$ cat src/rtl/cpu_decode_queue.sv
// RV32I decode stage: DEPTH-entry instruction queue feeding one registered decoded-output slot.
// Latency 1 cycle through an empty queue; o_ready depends only on registered occupancy and i_flush, never on i_ready.
module cpu_decode_queue #(
    parameter int TAG_WIDTH = 8,
    parameter int DEPTH     = 4,
    parameter int CNT_WIDTH = $clog2(DEPTH) + 1
) (
    input  logic                 i_clock,
    input  logic                 i_reset_n,
    input  logic                 i_flush,
    input  logic                 i_valid,
    output logic                 o_ready,
    input  logic [TAG_WIDTH-1:0] i_tag,
    input  logic [31:0]          i_instruction,
    input  logic [31:0]          i_pc,
    output logic                 o_valid,
    input  logic                 i_ready,
    output logic [TAG_WIDTH-1:0] o_tag,
    output logic [31:0]          o_instruction,
    output logic [31:0]          o_pc,
    output logic [4:0]           o_inst_rs1,
    output logic [4:0]           o_inst_rs2,
    output logic [4:0]           o_inst_rd,
    output logic [31:0]          o_imm,
    output logic [2:0]           o_format,
    output logic                 o_illegal,
    output logic [CNT_WIDTH-1:0] o_count
);

    localparam int PTR_W = $clog2(DEPTH);

    typedef enum logic [2:0] {
        FMT_NONE = 3'd0,
        FMT_R    = 3'd1,
        FMT_I    = 3'd2,
        FMT_S    = 3'd3,
        FMT_B    = 3'd4,
        FMT_U    = 3'd5,
        FMT_J    = 3'd6
    } fmt_e;

    typedef struct packed {
        logic [TAG_WIDTH-1:0] tag;
        logic [31:0]          instr;
        logic [31:0]          pc;
    } entry_t;

    typedef struct packed {
        entry_t      ent;
        logic [4:0]  rs1;
        logic [4:0]  rs2;
        logic [4:0]  rd;
        logic [31:0] imm;
        logic [2:0]  fmt;
        logic        illegal;
    } dec_t;

    function automatic dec_t decode(input entry_t e);
        dec_t        d;
        logic [31:0] ins;
        fmt_e        f;
        d   = '0;
        ins = e.instr;
        case (ins[6:0])
            7'b0110011:                                     f = FMT_R;
            7'b0010011, 7'b0000011, 7'b1100111, 7'b1110011: f = FMT_I;
            7'b0100011:                                     f = FMT_S;
            7'b1100011:                                     f = FMT_B;
            7'b0110111, 7'b0010111:                         f = FMT_U;
            7'b1101111:                                     f = FMT_J;
            default:                                        f = FMT_NONE;
        endcase
        if (ins[1:0] != 2'b11) begin
            f = FMT_NONE;
        end
        d.ent     = e;
        d.fmt     = f;
        d.illegal = (f == FMT_NONE);
        d.rs1     = (f == FMT_R || f == FMT_I || f == FMT_S || f == FMT_B) ? ins[19:15] : 5'd0;
        d.rs2     = (f == FMT_R || f == FMT_S || f == FMT_B) ? ins[24:20] : 5'd0;
        d.rd      = (f == FMT_R || f == FMT_I || f == FMT_U || f == FMT_J) ? ins[11:7] : 5'd0;
        case (f)
            FMT_R:   d.imm = {26'd0, ins[25:20]};
            FMT_I:   d.imm = {{20{ins[31]}}, ins[31:20]};
            FMT_S:   d.imm = {{20{ins[31]}}, ins[31:25], ins[11:7]};
            FMT_B:   d.imm = {{19{ins[31]}}, ins[31], ins[7], ins[30:25], ins[11:8], 1'b0};
            FMT_U:   d.imm = {ins[31:12], 12'd0};
            FMT_J:   d.imm = {{11{ins[31]}}, ins[31], ins[19:12], ins[20], ins[30:21], 1'b0};
            default: d.imm = 32'd0;
        endcase
        return d;
    endfunction

    entry_t               mem_q [DEPTH];
    logic [PTR_W-1:0]     wr_ptr_q, wr_ptr_d;
    logic [PTR_W-1:0]     rd_ptr_q, rd_ptr_d;
    logic [CNT_WIDTH-1:0] count_q, count_d;
    logic                 out_vld_q, out_vld_d;
    dec_t                 out_q, out_d;

    entry_t in_ent;
    logic   count_empty;
    logic   out_free;
    logic   enq;
    logic   pop;
    logic   bypass;
    logic   push;

    assign in_ent      = '{tag: i_tag, instr: i_instruction, pc: i_pc};
    assign count_empty = (count_q == '0);
    assign o_ready     = (count_q < CNT_WIDTH'(DEPTH)) && !i_flush;

    always_comb begin
        out_free  = !out_vld_q || i_ready;
        enq       = i_valid && o_ready;
        pop       = out_free && !count_empty;
        // An empty queue with a free output slot lets the new instruction skip storage.
        bypass    = out_free && count_empty && enq;
        push      = enq && !bypass;

        wr_ptr_d  = wr_ptr_q;
        rd_ptr_d  = rd_ptr_q;
        count_d   = count_q;
        out_vld_d = out_vld_q;
        out_d     = out_q;

        if (i_flush) begin
            wr_ptr_d  = '0;
            rd_ptr_d  = '0;
            count_d   = '0;
            out_vld_d = 1'b0;
        end else begin
            count_d = count_q + CNT_WIDTH'(push) - CNT_WIDTH'(pop);
            if (push) begin
                wr_ptr_d = wr_ptr_q + PTR_W'(1);
            end
            if (pop) begin
                rd_ptr_d  = rd_ptr_q + PTR_W'(1);
                out_d     = decode(mem_q[rd_ptr_q]);
                out_vld_d = 1'b1;
            end else if (bypass) begin
                out_d     = decode(in_ent);
                out_vld_d = 1'b1;
            end else if (out_free) begin
                out_vld_d = 1'b0;
            end
        end
    end

    always_ff @(posedge i_clock) begin
        if (push) begin
            mem_q[wr_ptr_q] <= in_ent;
        end
    end

    always_ff @(posedge i_clock or negedge i_reset_n) begin
        if (!i_reset_n) begin
            wr_ptr_q  <= '0;
            rd_ptr_q  <= '0;
            count_q   <= '0;
            out_vld_q <= 1'b0;
            out_q     <= '0;
        end else begin
            wr_ptr_q  <= wr_ptr_d;
            rd_ptr_q  <= rd_ptr_d;
            count_q   <= count_d;
            out_vld_q <= out_vld_d;
            out_q     <= out_d;
        end
    end

    assign o_valid       = out_vld_q;
    assign o_tag         = out_q.ent.tag;
    assign o_instruction = out_q.ent.instr;
    assign o_pc          = out_q.ent.pc;
    assign o_inst_rs1    = out_q.rs1;
    assign o_inst_rs2    = out_q.rs2;
    assign o_inst_rd     = out_q.rd;
    assign o_imm         = out_q.imm;
    assign o_format      = out_q.fmt;
    assign o_illegal     = out_q.illegal;
    assign o_count       = count_q;

endmodule
$ cat config.mk
export PLATFORM = sky130hd
export DESIGN_NAME = cpu_decode_queue
export DESIGN_NICKNAME = d
export VERILOG_FILES = /design/src/rtl/cpu_decode_queue.sv
export SDC_FILE = /design/constraint.sdc
export NUM_CORES = 1
export LEC_CHECK = 0
export CORE_UTILIZATION = 47
export DETAILED_ROUTE_END_ITERATION = 8
export GPL_ROUTABILITY_DRIVEN = 0
export PLACE_DENSITY_LB_ADDON = 0.08
export RECOVER_POWER = 100
export SLEW_MARGIN = 20
export SYNTH_ARGS = -nofsm -noshare
export SYNTH_HDL_FRONTEND = slang
export SYNTH_SLANG_ARGS = --single-unit
$ cat constraint.sdc
create_clock -name i_clock -period 3.9 [get_ports i_clock]
set_clock_uncertainty 0.1 [all_clocks]
set_input_delay 0.78 -clock i_clock [delete_from_list [all_inputs] [get_ports i_clock]]
set_output_delay 0.78 -clock i_clock [all_outputs]
set_load 0.01 [all_outputs]
==> results of run 1 <==
[state kept, by name (all words and copies together), names as in the netlist, 5 cells and up]
register	count
mem_q	288
o_imm	32
o_inst_rd	5
o_inst_rs1	5
o_inst_rs2	5
o_instruction	32
o_pc	32
o_tag	8
[worst paths after layout]
check                                             start                           end  cells past startpoint
max                                             i_ready        mem_q[0][55]$_DFFE_PP_                      7
min                        o_instruction[4]$_DFFE_PN0P_  o_instruction[4]$_DFFE_PN0P_                      2
max reg2reg                     rd_ptr_q[0]$_DFFE_PN0P_         o_imm[31]$_DFFE_PN0P_                      6
min reg2reg                o_instruction[4]$_DFFE_PN0P_  o_instruction[4]$_DFFE_PN0P_                      2
max in group asynchronous                     i_reset_n          o_pc[25]$_DFFE_PN0P_                      2
min in group asynchronous                     i_reset_n  o_instruction[2]$_DFFE_PN0P_                      1
[cells by family after synthesis]
logic type,synth area share [%]
buf+inv,2.44
fa+ha+maj,1.12
simple gates,6.69
compound gates,11.3
flops,68.5
xor+xnor,0.445
mux,9.52
[metrics by stage]
stage	TNS [ns]	total power, uW	setup slack [ns]	hold WS (ns)	area, um^2
after floorplan	0	8560	0.0455	0.384	17400
after global placement	0	10700	0.00293	0.359	20300
after detailed placement	-0.163	10800	-0.0640	0.369	20300
after CTS	0	15000	0.322	0.114	21800
after global routing	0	15300	0.0829	0.401	21600
final	0	14500	0.317	0.370	21600
[placed cells by master, fill, tap and decap left out, drive strengths merged, types with 4 or more instances in the layout]
cell type    synthesis  final
clkbuf              47     86
nand3               14     14
xnor2                5      5
nor3                 7      7
inv                 29     29
mux2i                7      7
o22ai               47     47
nand2              151    151
and2                13     13
o2bb2ai              6      6
buf                 24     34
dfrtp              131    131
a31oi               20     20
ha                  14     14
a221oi               6      6
a22oi               17     17
or2                  4      4
edfxtp             288    288
o221ai              21     21
mux4                67     67
o2111ai             11     11
dlygate4sd3          0    201
o21ai               83     83
clkinv               0     16
a32oi                4      4
mux2                 7      7
a21boi              15     15
nor2                53     53
o211ai              13     13
a21oi               20     20
[metal layers]
layer  track usage [%]  routed length, um  vias up
li1                  -                  -     5015
met3              4.42               2210       67
met1              32.5              19000     5660
met4              7.97               1020        6
met2              38.7              21300      302
met5                 0                 35        -
[area by class of cell]
class | instances | area [um^2] | share of cell area, %
sequential | 419 | 11900 | 55.3
clock inverter | 21 | 189 | 0.876
multi-input combinational | 649 | 5040 | 23.3
inverter | 29 | 109 | 0.504
timing repair buffer | 263 | 2450 | 11.3
antenna | 2 | 5.00 | 0.0232
clock buffer | 60 | 1270 | 5.90
tap | 468 | 586 | 2.71
[worst max-delay path, stage by stage]
cell and delay (ns):
dlygate4sd3_1 0.53, nor2b_1 0.33, nor2_1 0.10, nor3_1 0.34, clkbuf_1 0.30, and2_2 0.61, buf_2 0.65
[where the power goes]
group	total (uW)	internal [uW]	switching, uW
clock	4170	2490	1680
sequential	5840	5450	382
combinational	4520	1990	2530
==> results.md, run 1 <==
* Max Slew Vio Count at roughly 110
* All-Layer GR Usage at between 20% and 30%
* Drt wl/cell at approximately 23 um
* H-tree depth at 2
* # nets final at 1498
* GR Overflow Total at 0
* Core Util, Final at 59.1%
* Peak supply drop at 0.477 mV
* F_max at 279 MHz
* Post-DRT Antenna Nets at 0
* Pwr Density at 673 mW/mm^2
* Synth area leader: edfxtp_1
* MaxCap Viol Count at 3
* Core region area at 0.0365 mm^2
* Layout Area Growth over Synthesis at 23.9%
* Placed cells at between 1500 and 2000
* Initial DRC Count at about 700
* Top-count cell post-synth: edfxtp_1
* Vias in the first global route at 11500
* Commonest cells post-synth: 288 x edfxtp_1, 149 x nand2_1, 131 x dfrtp_1, 79 x o21ai_0, 67 x mux4_2
* Crit end category: register
* Initial antenna violation count at 5
* RSZ-0062 raised after global routing: no
* Synth top area share at between 40% and 50%
* Chip height at 195 um
* Clk Latency, worst-skew pair at between 0.5 and 0.6 ns
* Mean area per synthesized cell at ~15 um^2
* Register bit total from synthesis at 419
* CTS tree: done
* Clock buffer depth at 3
* Site row count at 70
* Mapped Area at 0.0174 mm^2
* Die ar. at between 0.03 and 0.04 mm^2
* IO buf count at 204
* Worst min-delay path class: reg2reg
* Top cells by area, synth: edfxtp_1 50%, dfrtp_1 19%, mux4_2 8.7%
* Post-CTS Hold Fix Bufs at 0
* Post-synth ARST share at 31.3%
* First-pass GRT wire length at a little under 70 mm
* Least-Margin Pin Slew at 1.70 ns
* CP Data Arrival Time at 3.67 ns
* Post-Synthesis Cells at 1168
* Final setup viols at 0
* Clk root buf: clkbuf_16
* Detail Placement HPWL at 27.8 mm
* Final-layout fill cell count at 2920
* Min Tclk post-route at between 3 and 4 ns
* Die width at 195 um
* Setup CP Type: in2reg
* I/O pin cnt at about 210
* Setup crit start kind: input pin
* Req. time, crit path at about 4.0 ns
* Clk slew on worst S/H paths at about 0.060 ns
* Status: finished, violations left
* Static leakage at about 0.0078 uW
* Final std cells w/o fill at 1911
* Sequential-to-total area share from yosys stat at 68.5%
* Post-cts gate resize count at 0
* Drt first pass iters at 5
* Layout cells sized above 1 at 14.7%
* FF-to-FF setup slack at 0.34 ns
* Count of different cell masters after synthesis at 70
* Final hold violations at 0
* CTS buffer count at 44
* Vias per cell at 5.78
* Starting density of the core at 47.7%
* CP max FO at 20
* DR DRC count at 0
* Ys flop type: edfxtp_1
* Post-Syn Nets at 1260
* Worst rel slew slack at -13.0%
* Ys Warns at 0
* Routed via count at 11100
* Post CTS Setup Buffer Count at 0
* Fin crit share at 91.9%
* Pin count of the biggest net entering global routing at 89
* EDFF count, synth at 288
* Drt total wl at 43.6 mm
* Failing checks: max-capacitance violations, max-slew violations
* Clock Sink Count at 419
No activity file was read; power rests on OpenSTA's default activity.
==> run 2: changes to the inputs <==
CORE_UTILIZATION = 60   (was 47)
clock period = 4.53 ns   (was 3.9 ns; I/O delays follow)
==> results.md, run 2 (same netlist as run 1, synthesis figures left out) <==
* Status: finished, violations left (unchanged)
* Failing checks: max-capacitance violations, max-slew violations (unchanged)
* GR Overflow Total at 0 (unchanged)
* All-Layer GR Usage at 29.2% (was 23.8%)
* Drt total wl at 41.8 mm (was 43.6 mm)
* First-pass GRT wire length at 64.4 mm (was 68.5 mm)
* Final hold violations at 0 (unchanged)
* Clk Latency, worst-skew pair at 0.54 ns (was 0.56 ns)
* Clk root buf: clkbuf_16 (unchanged)
* Static leakage at 0.00770 uW (was 0.00784 uW)
* Drt wl/cell at 23.2 um (was 22.8 um)
* Initial DRC Count at 1079 (was 702)
* RSZ-0062 raised after global routing: no (unchanged)
* DR DRC count at 0 (unchanged)
* Core region area at 0.0286 mm^2 (was 0.0365 mm^2)
* Commonest non-fill, non-tap cell in the layout: edfxtp_1 (unchanged)
* Detail Placement HPWL at 26.5 mm (was 27.8 mm)
* Largest register FFs at 288 (unchanged)
* Setup CP Type: in2reg (unchanged)
* Post-CTS Hold Fix Bufs at 0 (unchanged)
* Initial antenna violation count at 4 (was 5)
* Setup crit start kind: input pin (unchanged)
* CTS buffer count at 43 (was 44)
* MaxCap Viol Count at 4 (was 3)
* Worst rel slew slack at -48.9% (was -13.0%)
* Final setup viols at 0 (unchanged)
* Routed via count at 11200 (was 11100)
* CP max FO at 31 (was 20)
* Worst min-delay path class: reg2reg (unchanged)
* Clock buffer depth at 3 (unchanged)
* Post-DRT Antenna Nets at 0 (unchanged)
* Req. time, crit path at 4.65 ns (was 3.99 ns)
* Site row count at 62 (was 70)
* Layout Area Growth over Synthesis at 21.8% (was 23.9%)
* Drt first pass iters at 5 (unchanged)
* IO buf count at 204 (unchanged)
* Layout cells sized above 1 at 13.3% (was 14.7%)
* Min Tclk post-route at roughly 4.1 ns
* Die width at 172 um (was 195 um)
* Vias in the first global route at 11300 (was 11500)
* CP Data Arrival Time at 4.17 ns (was 3.67 ns)
* Max Slew Vio Count at 201 (was 114)
* Vias per cell at 6.22 (was 5.78)
* Fin crit share at 89.5%
* Commonest non-fill, non-tap cells in the layout: 288 x edfxtp_1, 200 x dlygate4sd3_1, 149 x nand2_1 (was 288 x edfxtp_1, 201 x dlygate4sd3_1, 149 x nand2_1)
* Pwr Density at 583 mW/mm^2 (was 673 mW/mm^2)
* Die ar. at 0.0297 mm^2 (was 0.0378 mm^2)
* I/O pin cnt at 205 (unchanged)
* Crit end category: register (unchanged)
* Post-cts gate resize count at 0 (unchanged)
* F_max at 247 MHz
* Peak supply drop at 0.446 mV (was 0.477 mV)
* # nets final at 1470 (was 1498)
* Starting density of the core at 60.8% (was 47.7%)
* CTS tree: done (unchanged)
* Sum Neg Setup Slack at 0 ns (unchanged)
* Most flop-heavy register: mem_q (unchanged)
* Clk slew on worst S/H paths at 0.06 ns (about the same)
* Final-layout fill cell count at 1771 (was 2920)
* Least-Margin Pin Slew at 2.23 ns (was 1.70 ns)
* Chip height at 172 um (was 195 um)
* Clock Sink Count at 419 (unchanged)
* Post CTS Setup Buffer Count at 0 (unchanged)
* Sequential cell area at 0.0119 mm^2 (unchanged)
* Multi-input logic area at 0.00503 mm^2 (was 0.00504 mm^2)
* Pin count of the biggest net entering global routing at 84 (was 89)
* Final Power at 12400 uW (was 14500 uW)
* H-tree depth at 2 (unchanged)
-- run 2: per-stage QoR --
stage / setup WS, ns / util, % / area, um^2 / hold WS [ns] / std cells
global route: 0.267 / 74.1 / 21200 / 0.393 / 1796
finish: 0.478 / 74.1 / 21200 / 0.359 / 1798
detailed placement: 0.398 / 69.7 / 20000 / 0.358 / 1717
floorplan: 0.549 / - / 17400 / 0.407 / 1168
global placement: 0.529 / 69.7 / 20000 / 0.350 / 1717
CTS: 0.676 / 74.6 / 21400 / 0.371 / 1795
-- run 2: final timing paths --
check | start | to | slack, ns | cells past startpoint
worst max-delay path | i_ready | mem_q[3][43]$_DFFE_PP_ | 0.48 | 7
min in group asynchronous | i_reset_n | o_instruction[5]$_DFFE_PN0P_ | 0.93 | 1
worst max register to register | rd_ptr_q[0]$_DFFE_PN0P_ | o_imm[2]$_DFFE_PN0P_ | 0.60 | 8
max in group asynchronous | i_reset_n | o_pc[21]$_DFFE_PN0P_ | 1.07 | 2
worst min-delay path | o_instruction[5]$_DFFE_PN0P_ | o_instruction[5]$_DFFE_PN0P_ | 0.36 | 2
worst min register to register | o_instruction[5]$_DFFE_PN0P_ | o_instruction[5]$_DFFE_PN0P_ | 0.36 | 2
-- run 2: layer usage --
layer  GRT usage [%]  wire length, um  up-vias  part of all wire [%]
met3            4.85             2730       81                   6.5
li1                -                -     4961                     -
met2            49.1            21300      480                    51
met5               0               13        -                 0.031
met1            38.8            16600     5659                    40
met4            10.2             1190        2                   2.8
-- run 2: layout make-up --
type	instances	share of cell area, %
antenna	3	0.0354
clock buffer	61	5.93
clock inverter	17	0.690
inverter	29	0.513
multi-input combinational	649	23.7
sequential	419	56.2
tap	384	2.26
timing repair buffer	236	10.6
-- run 2: report_power, final --
group | internal (uW) | leakage, uW | total (uW) | switching [uW]
logic | 1680 | 0.00276 | 3830 | 2150
registers | 4700 | 0.00425 | 5050 | 350
clock network | 2050 | 0.000694 | 3480 | 1430
total | 8430 | 0.00770 | 12400 | 3930
-- run 2: critical path: stages --
cell           delay, ns
dlygate4sd3_1       0.53
nor2b_1             0.31
nor2_1              0.10
nor3_1              0.20
clkbuf_1            0.34
and2_1              1.36
buf_4               0.42
